--- src/rtl/fetch_unit_if.sv ---
// Fetch stage bus bundle: instruction-memory request/response, redirect input
// and the decode-facing output channel.
interface fetch_unit_if #(
   parameter int XLEN = 32
);
   logic            imem_req_valid;
   logic            imem_req_ready;
   logic [XLEN-1:0] imem_req_addr;
   logic            imem_resp_valid;
   logic [XLEN-1:0] imem_resp_data;
   logic            redirect_valid;
   logic [XLEN-1:0] redirect_pc;
   logic            out_valid;
   logic            out_ready;
   logic [XLEN-1:0] out_instr;
   logic [XLEN-1:0] out_pc;

   modport master (
      output imem_req_valid, imem_req_addr, out_valid, out_instr, out_pc,
      input  imem_req_ready, imem_resp_valid, imem_resp_data,
             redirect_valid, redirect_pc, out_ready
   );

   modport slave (
      input  imem_req_valid, imem_req_addr, out_valid, out_instr, out_pc,
      output imem_req_ready, imem_resp_valid, imem_resp_data,
             redirect_valid, redirect_pc, out_ready
   );
endinterface

--- src/rtl/fetch_unit.sv ---
// In-order instruction fetch stage with credit-limited requests, a PC tag queue
// for outstanding requests, a fall-through fetch queue and redirect squashing.
module fetch_unit #(
   parameter int              XLEN     = 32,
   parameter logic [XLEN-1:0] RESET_PC = '0,
   parameter int              FQ_DEPTH = 4
) (
   input logic         clk,
   input logic         rst,
   fetch_unit_if.master bus
);

   localparam int PW = $clog2(FQ_DEPTH);
   localparam int CW = $clog2(FQ_DEPTH + 1);
   localparam logic [CW:0] DEPTH_W = (CW + 1)'(FQ_DEPTH);

   logic [XLEN-1:0] fetch_pc_q, fetch_pc_d;
   logic [CW-1:0]   inflight_q, inflight_d;
   logic [CW-1:0]   discard_q, discard_d;
   logic [CW-1:0]   fq_count_q, fq_count_d;
   logic [PW-1:0]   fq_rd_q, fq_rd_d, fq_wr_q, fq_wr_d;
   logic [PW-1:0]   tag_rd_q, tag_rd_d, tag_wr_q, tag_wr_d;
   logic [XLEN-1:0] fq_instr_q [FQ_DEPTH];
   logic [XLEN-1:0] fq_instr_d [FQ_DEPTH];
   logic [XLEN-1:0] fq_pc_q    [FQ_DEPTH];
   logic [XLEN-1:0] fq_pc_d    [FQ_DEPTH];
   logic [XLEN-1:0] tag_pc_q   [FQ_DEPTH];
   logic [XLEN-1:0] tag_pc_d   [FQ_DEPTH];

   logic req_valid, req_fire, resp_push, out_pop, fq_empty;

   // A request is only issued when a queue slot is guaranteed for its response.
   assign fq_empty  = (fq_count_q == '0);
   assign req_valid = !rst && !bus.redirect_valid &&
                      (({1'b0, inflight_q} + {1'b0, fq_count_q}) < DEPTH_W);
   assign req_fire  = req_valid && bus.imem_req_ready;
   assign resp_push = bus.imem_resp_valid && (discard_q == '0) && !bus.redirect_valid;
   assign out_pop   = !fq_empty && bus.out_ready;

   assign bus.imem_req_valid = req_valid;
   assign bus.imem_req_addr  = fetch_pc_q;
   assign bus.out_valid      = !fq_empty;
   assign bus.out_instr      = fq_empty ? '0 : fq_instr_q[fq_rd_q];
   assign bus.out_pc         = fq_empty ? '0 : fq_pc_q[fq_rd_q];

   always_comb begin
      fetch_pc_d = fetch_pc_q;
      inflight_d = inflight_q + CW'(req_fire) - CW'(bus.imem_resp_valid);
      discard_d  = discard_q;
      fq_count_d = fq_count_q;
      fq_rd_d    = fq_rd_q;
      fq_wr_d    = fq_wr_q;
      tag_rd_d   = tag_rd_q;
      tag_wr_d   = tag_wr_q;
      fq_instr_d = fq_instr_q;
      fq_pc_d    = fq_pc_q;
      tag_pc_d   = tag_pc_q;

      if (req_fire) begin
         tag_pc_d[tag_wr_q] = fetch_pc_q;
         tag_wr_d           = tag_wr_q + PW'(1);
         fetch_pc_d         = fetch_pc_q + XLEN'(4);
      end
      if (bus.imem_resp_valid) begin
         tag_rd_d = tag_rd_q + PW'(1);
         if (discard_q != '0) begin
            discard_d = discard_q - CW'(1);
         end
      end

      // Redirect drops the queue and marks every still-outstanding response as stale.
      if (bus.redirect_valid) begin
         fetch_pc_d = bus.redirect_pc & ~XLEN'(3);
         discard_d  = inflight_q - CW'(bus.imem_resp_valid);
         fq_count_d = '0;
         fq_rd_d    = '0;
         fq_wr_d    = '0;
      end else begin
         if (resp_push) begin
            fq_instr_d[fq_wr_q] = bus.imem_resp_data;
            fq_pc_d[fq_wr_q]    = tag_pc_q[tag_rd_q];
            fq_wr_d             = fq_wr_q + PW'(1);
         end
         if (out_pop) begin
            fq_rd_d = fq_rd_q + PW'(1);
         end
         fq_count_d = fq_count_q + CW'(resp_push) - CW'(out_pop);
      end
   end

   always_ff @(posedge clk) begin
      if (rst) begin
         fetch_pc_q <= RESET_PC;
         inflight_q <= '0;
         discard_q  <= '0;
         fq_count_q <= '0;
         fq_rd_q    <= '0;
         fq_wr_q    <= '0;
         tag_rd_q   <= '0;
         tag_wr_q   <= '0;
      end else begin
         fetch_pc_q <= fetch_pc_d;
         inflight_q <= inflight_d;
         discard_q  <= discard_d;
         fq_count_q <= fq_count_d;
         fq_rd_q    <= fq_rd_d;
         fq_wr_q    <= fq_wr_d;
         tag_rd_q   <= tag_rd_d;
         tag_wr_q   <= tag_wr_d;
         fq_instr_q <= fq_instr_d;
         fq_pc_q    <= fq_pc_d;
         tag_pc_q   <= tag_pc_d;
      end
   end

endmodule
--- src/flat_wrapper.sv ---
// flat-port wrapper written by rule: the top's interface ports become plain ports
module fetch_unit_flat 
#(
   parameter int              XLEN     = 32,
   parameter logic [XLEN-1:0] RESET_PC = '0,
   parameter int              FQ_DEPTH = 4
)
  (clk, rst, bus_imem_req_valid, bus_imem_req_addr, bus_out_valid, bus_out_instr, bus_out_pc, bus_imem_req_ready, bus_imem_resp_valid, bus_imem_resp_data, bus_redirect_valid, bus_redirect_pc, bus_out_ready);
  fetch_unit_if #(.XLEN(XLEN)) bus_i ();
  input logic clk;
  input logic rst;
  output wire logic [$bits(bus_i.imem_req_valid)-1:0] bus_imem_req_valid;
  output wire logic [$bits(bus_i.imem_req_addr)-1:0] bus_imem_req_addr;
  output wire logic [$bits(bus_i.out_valid)-1:0] bus_out_valid;
  output wire logic [$bits(bus_i.out_instr)-1:0] bus_out_instr;
  output wire logic [$bits(bus_i.out_pc)-1:0] bus_out_pc;
  input wire logic [$bits(bus_i.imem_req_ready)-1:0] bus_imem_req_ready;
  input wire logic [$bits(bus_i.imem_resp_valid)-1:0] bus_imem_resp_valid;
  input wire logic [$bits(bus_i.imem_resp_data)-1:0] bus_imem_resp_data;
  input wire logic [$bits(bus_i.redirect_valid)-1:0] bus_redirect_valid;
  input wire logic [$bits(bus_i.redirect_pc)-1:0] bus_redirect_pc;
  input wire logic [$bits(bus_i.out_ready)-1:0] bus_out_ready;
  assign bus_imem_req_valid = bus_i.imem_req_valid;
  assign bus_imem_req_addr = bus_i.imem_req_addr;
  assign bus_out_valid = bus_i.out_valid;
  assign bus_out_instr = bus_i.out_instr;
  assign bus_out_pc = bus_i.out_pc;
  assign bus_i.imem_req_ready = bus_imem_req_ready;
  assign bus_i.imem_resp_valid = bus_imem_resp_valid;
  assign bus_i.imem_resp_data = bus_imem_resp_data;
  assign bus_i.redirect_valid = bus_redirect_valid;
  assign bus_i.redirect_pc = bus_redirect_pc;
  assign bus_i.out_ready = bus_out_ready;
  fetch_unit #(.XLEN(XLEN), .RESET_PC(RESET_PC), .FQ_DEPTH(FQ_DEPTH)) u_core (.clk(clk), .rst(rst), .bus(bus_i));
endmodule
--- config.mk ---
export PLATFORM = sky130hd
export DESIGN_NAME = fetch_unit_flat
export DESIGN_NICKNAME = d
export VERILOG_FILES = /design/src/rtl/fetch_unit_if.sv /design/src/rtl/fetch_unit.sv /design/src/flat_wrapper.sv
export SDC_FILE = /design/constraint.sdc
export NUM_CORES = 1
export LEC_CHECK = 0
export ABC_AREA = 0
export CAP_MARGIN = 20
export CORE_AREA = 2 2 185 187
export DETAILED_ROUTE_END_ITERATION = 8
export DIE_AREA = 0 0 187 189
export MAX_ROUTING_LAYER = met4
export PLACE_DENSITY = 0.85
export SYNTH_ARGS = -nofsm -noshare
export SYNTH_HDL_FRONTEND = slang
export SYNTH_SLANG_ARGS = --single-unit
--- constraint.sdc ---
create_clock -name clk -period 3.25 [get_ports clk]
set_input_delay 0.325 -clock clk [delete_from_list [all_inputs] [get_ports clk]]
set_output_delay 0.325 -clock clk [all_outputs]
set_load 0.01 [all_outputs]
==> metrics.md <==
| Metric | Value |
|---|---|
| Hold Path Class | `input pin to flop` |
| Layout cells sized above 1 | `17.4%` |
| Number of nets in the final layout | `1175` |
| # diodes | `0` |
| Worst flop-to-flop path endpoint | `u_core.inflight_q[2]` |
| MaxCap Viol Count | `0` |
| Worst-path maximum fanout | `24` |
| Status | `finished, final reports clean` |
| Initial antenna violation count | `0` |
| Largest delay share family, worst path | `buffers and inverters` |
| Num CTS Buffers | `41` |
| Switching share of power | `21.6%` |
| Input/output buffers | `161` |
| Via density | `5.68` |
| R2r setup slk | `0.63 ns` |
| First drt pass iteration count | `5` |
| Setup TNS | `0 ns` |
| Ports | `168` |
| WL per Instance | `21.9 µm` |
| Max H-tree Level | `2` |
| RSZ-0062 raised after global routing | `no` |
| Starting density of the core | `49.4%` |
| EDFF count, synth | `368` |
| DIE WIDTH | `187 µm` |
| Remaining DRCs | `0` |
| Routed Antenna Nets | `0` |
| Synth unique cells | `55` |
| Final instance area | `20000 µm²` |
| Core area | `33300 µm²` |
| DIE AREA | `35300 µm²` |
| WP buf/inv | `2` |
| Switch Pwr | `2470 µW` |
| Post-synth top flop | `edfxtp_1` |
| Final cell count without fillers | `1557` |
| FF+latch count, synth | `415` |
| 1st-iter DRT viols | `849` |
| CTS tree | `yes` |
| Crit-path cells | `buf_12 > mux4_2 > and2_1 > clkdlybuf4s50_1` |
| Clock transition at path regs | `0.06 ns` |
| Vias in the first global route | `8891` |
| Final worst-path cycle share | `92.3%` |
| Slew Limit Fails | `0` |
| Clk sink count | `415` |
| RD Place Congestion | `0.861` |
| Reg-to-Reg Start | `u_core.inflight_q[1]` |
| FFs w/ async S/R, synth | `0%` |
| Sequential fraction of the synthesis area | `73.0%` |
| Final worst path period need | `3.00 ns` |
| Cts repair resizes | `0` |
| Clk pwr share | `37.5%` |
| Die H | `189 µm` |
| Area Overhead vs Synth | `21.6%` |
| First-pass GRT wire length | `52.0 mm` |
| Routed WL | `34.2 mm` |
| CP Data Arrival Time | `2.68 ns` |
| CP Data Required Time | `2.92 ns` |
| Mapped Area | `16400 µm²` |
| Row Count | `67` |
| Min Hold Slack | `0.366 ns` |
| Pwr Density | `573 nW/µm²` |
| Avg Inst Size Synth | `18.4 µm²` |
| CP startpoint kind | `flop` |
| Crit-path max cell delay | `0.65 ns` |
| Final setup viols | `0` |
| Clk_lat worst skew | `0.52 ns` |
| Syn Inst Count | `894` |
| Sequential power share | `53.4%` |
| Total GRT Usage | `19.9%` |
| Via Count | `8840` |
| Placed cell area | `18800 µm²` |
| Largest net degree at the start of global routing | `51` |
| Worst Setup EP | `bus_out_instr[17]` |
| Postcts setup bufs | `0` |
| Hold Vio Cnt, Final | `0` |
| F_max | `333 MHz` |
| CTS Buffer Depth | `3` |
| Worst Setup SP | `u_core.fq_rd_q[0]` |
| Combinational Power Share | `9.1%` |
| P_int | `8960 µW` |
| Critical path class | `flop to output pin` |
| Max Clock Skew | `0.0183 ns` |
| GRT Residual Overflow | `0` |
| R2R depth | `9` |
| Max-Slew Margin vs Limit | `44.8%` |
| Actual slew at the worst max-slew pin | `0.829 ns` |
| Clock root cell | `clkbuf_16` |
| Hold_buf cts | `0` |
| HPWL after DPL | `21.3 mm` |
| Synthesis Warnings | `0` |
| CP endpoint kind | `output pin` |
| Placed cells | `1489` |
| Worst vdd ir | `0.366 mV` |
| Leakage power | `0.00640 µW` |
| CP Depth | `4` |
| Highest-delay cell along the critical path | `dfxtp_4` |
-- layer usage --
metal | part of all wire [%] | vias up | global-route usage [%]
met5 | 0 | - | -
met4 | 2.1 | 0 | 5.19
met3 | 6.6 | 50 | 3.02
met2 | 51 | 382 | 34.0
met1 | 40 | 4513 | 25.0
li1 | - | 3895 | -
-- worst register-to-register path: stages, from the launching register on --
cell and delay, ns:
dfxtp_1 0.41, ha_1 0.27, a311o_1 0.43, or2_1 0.32, inv_6 0.22, ha_1 0.19
inv_1 0.05, fa_1 0.37, xnor2_1 0.17, nor2_1 0.06
-- registers in the layout, indices dropped and copies added (netlist names) --
name / flops
u_core.bus.imem_req_addr: 30
u_core.discard_q: 3
u_core.fq_count_q: 3
u_core.fq_instr_q: 128
u_core.fq_pc_q: 120
u_core.fq_rd_q: 2
u_core.fq_wr_q: 2
u_core.inflight_q: 3
u_core.tag_pc_q: 120
u_core.tag_rd_q: 2
u_core.tag_wr_q: 2
-- per-stage QoR --
| stage | setup slack (ns) | power [µW] | utilization, % |
|---|---|---|---|
| 5_1_grt | 0.110 | 11800 | 60.0 |
| 3_3_place_gp | 0.459 | 7210 | 56.4 |
| 3_5_place_dp | 0.443 | 7260 | 56.4 |
| 4_1_cts | 0.177 | 11500 | 60.0 |
| 6_report | 0.249 | 11400 | 60.0 |
| 2_1_floorplan | 0.0568 | 6730 | - |
-- cells in the final DEF (no fill, tap or decap), types with 3 or more instances in the layout --
cell type / Yosys / final
o211ai_1: 4 / 4
buf_4: 6 / 22
dfxtp_1: 47 / 44
clkbuf_16: 0 / 41
clkinv_2: 0 / 6
edfxtp_1: 368 / 368
a32oi_1: 3 / 3
a21oi_1: 21 / 21
nand2_1: 36 / 36
and3_1: 11 / 7
nand3_1: 14 / 14
clkbuf_1: 27 / 7
a211oi_1: 8 / 8
clkinv_1: 0 / 9
a2bb2oi_1: 3 / 3
ha_1: 19 / 19
nor3_1: 7 / 7
buf_12: 0 / 9
a31oi_1: 9 / 9
o21ai_0: 7 / 7
nand4_1: 11 / 11
mux4_2: 92 / 92
and3_4: 0 / 4
xor2_1: 8 / 8
or3_1: 7 / 6
clkdlybuf4s50_1: 0 / 161
inv_1: 21 / 21
nor2_1: 33 / 33
xnor2_1: 9 / 9
conb_1: 1 / 4
and2_1: 71 / 71
-- Yosys cell counts (9+ instances only) --
master / n / share of area, %
mux4_2: 92 / 13
nor2_1: 33 / 0.75
dfxtp_1: 47 / 5.7
nand4_1: 11 / 0.42
and3_1: 11 / 0.42
nand3_1: 14 / 0.43
and2_1: 71 / 2.7
clkbuf_1: 27 / 0.62
edfxtp_1: 368 / 67
ha_1: 19 / 1.4
a31oi_1: 9 / 0.34
nand2_1: 36 / 0.82
inv_1: 21 / 0.48
a21oi_1: 21 / 0.64
xnor2_1: 9 / 0.48
-- worst min path at each step --
stage                                      from                           end  slack [ns]  depth (start not counted)
after floorplan           bus_imem_resp_data[0]          u_core.fq_instr_q[0]        0.42                          0
after global placement       u_core.tag_wr_q[1]            u_core.tag_wr_q[1]        0.49                          2
after detailed placement     u_core.tag_wr_q[1]            u_core.tag_wr_q[1]        0.49                          2
after CTS                   bus_redirect_pc[14]  u_core.bus.imem_req_addr[14]        0.35                          3
after global routing        bus_redirect_pc[14]  u_core.bus.imem_req_addr[14]        0.38                          3
final                       bus_redirect_pc[14]  u_core.bus.imem_req_addr[14]        0.37                          3
-- cell type report --
type	count	area, µm²
sequential	415	12000
tap	448	561
fill	2372	13300
inverter	22	87.6
clock inverter	20	150
multi-input combinational	412	4160
clock buffer	48	1050
timing repair buffer	192	1960
-- kinds of logic (layout without fill, tap and decap cells) --
family | after synthesis | count (layout) | share of synthesized area, %
AOI/OAI and AO/OA | 68 | 68 | 2.74
other | 1 | 4 | 0.0228
DFF | 415 | 415 | 73.0
buffers and inverters | 70 | 282 | 1.86
muxes | 96 | 96 | 12.9
and+or+nand+nor | 206 | 206 | 6.90
adders and majority gates | 21 | 21 | 1.69
xor gates and xnor gates | 17 | 17 | 0.906
-- power groups by stage --
stage | Sequential, µW | Combinational (µW) | Clock, µW
floorplan | 6160 | 568 | 0
global placement | 6200 | 1010 | 0
detailed placement | 6220 | 1050 | 0
CTS | 6110 | 1060 | 4380
global route | 6120 | 1120 | 4590
finish | 6110 | 1040 | 4290
Power figures use the tool's default switching activity.
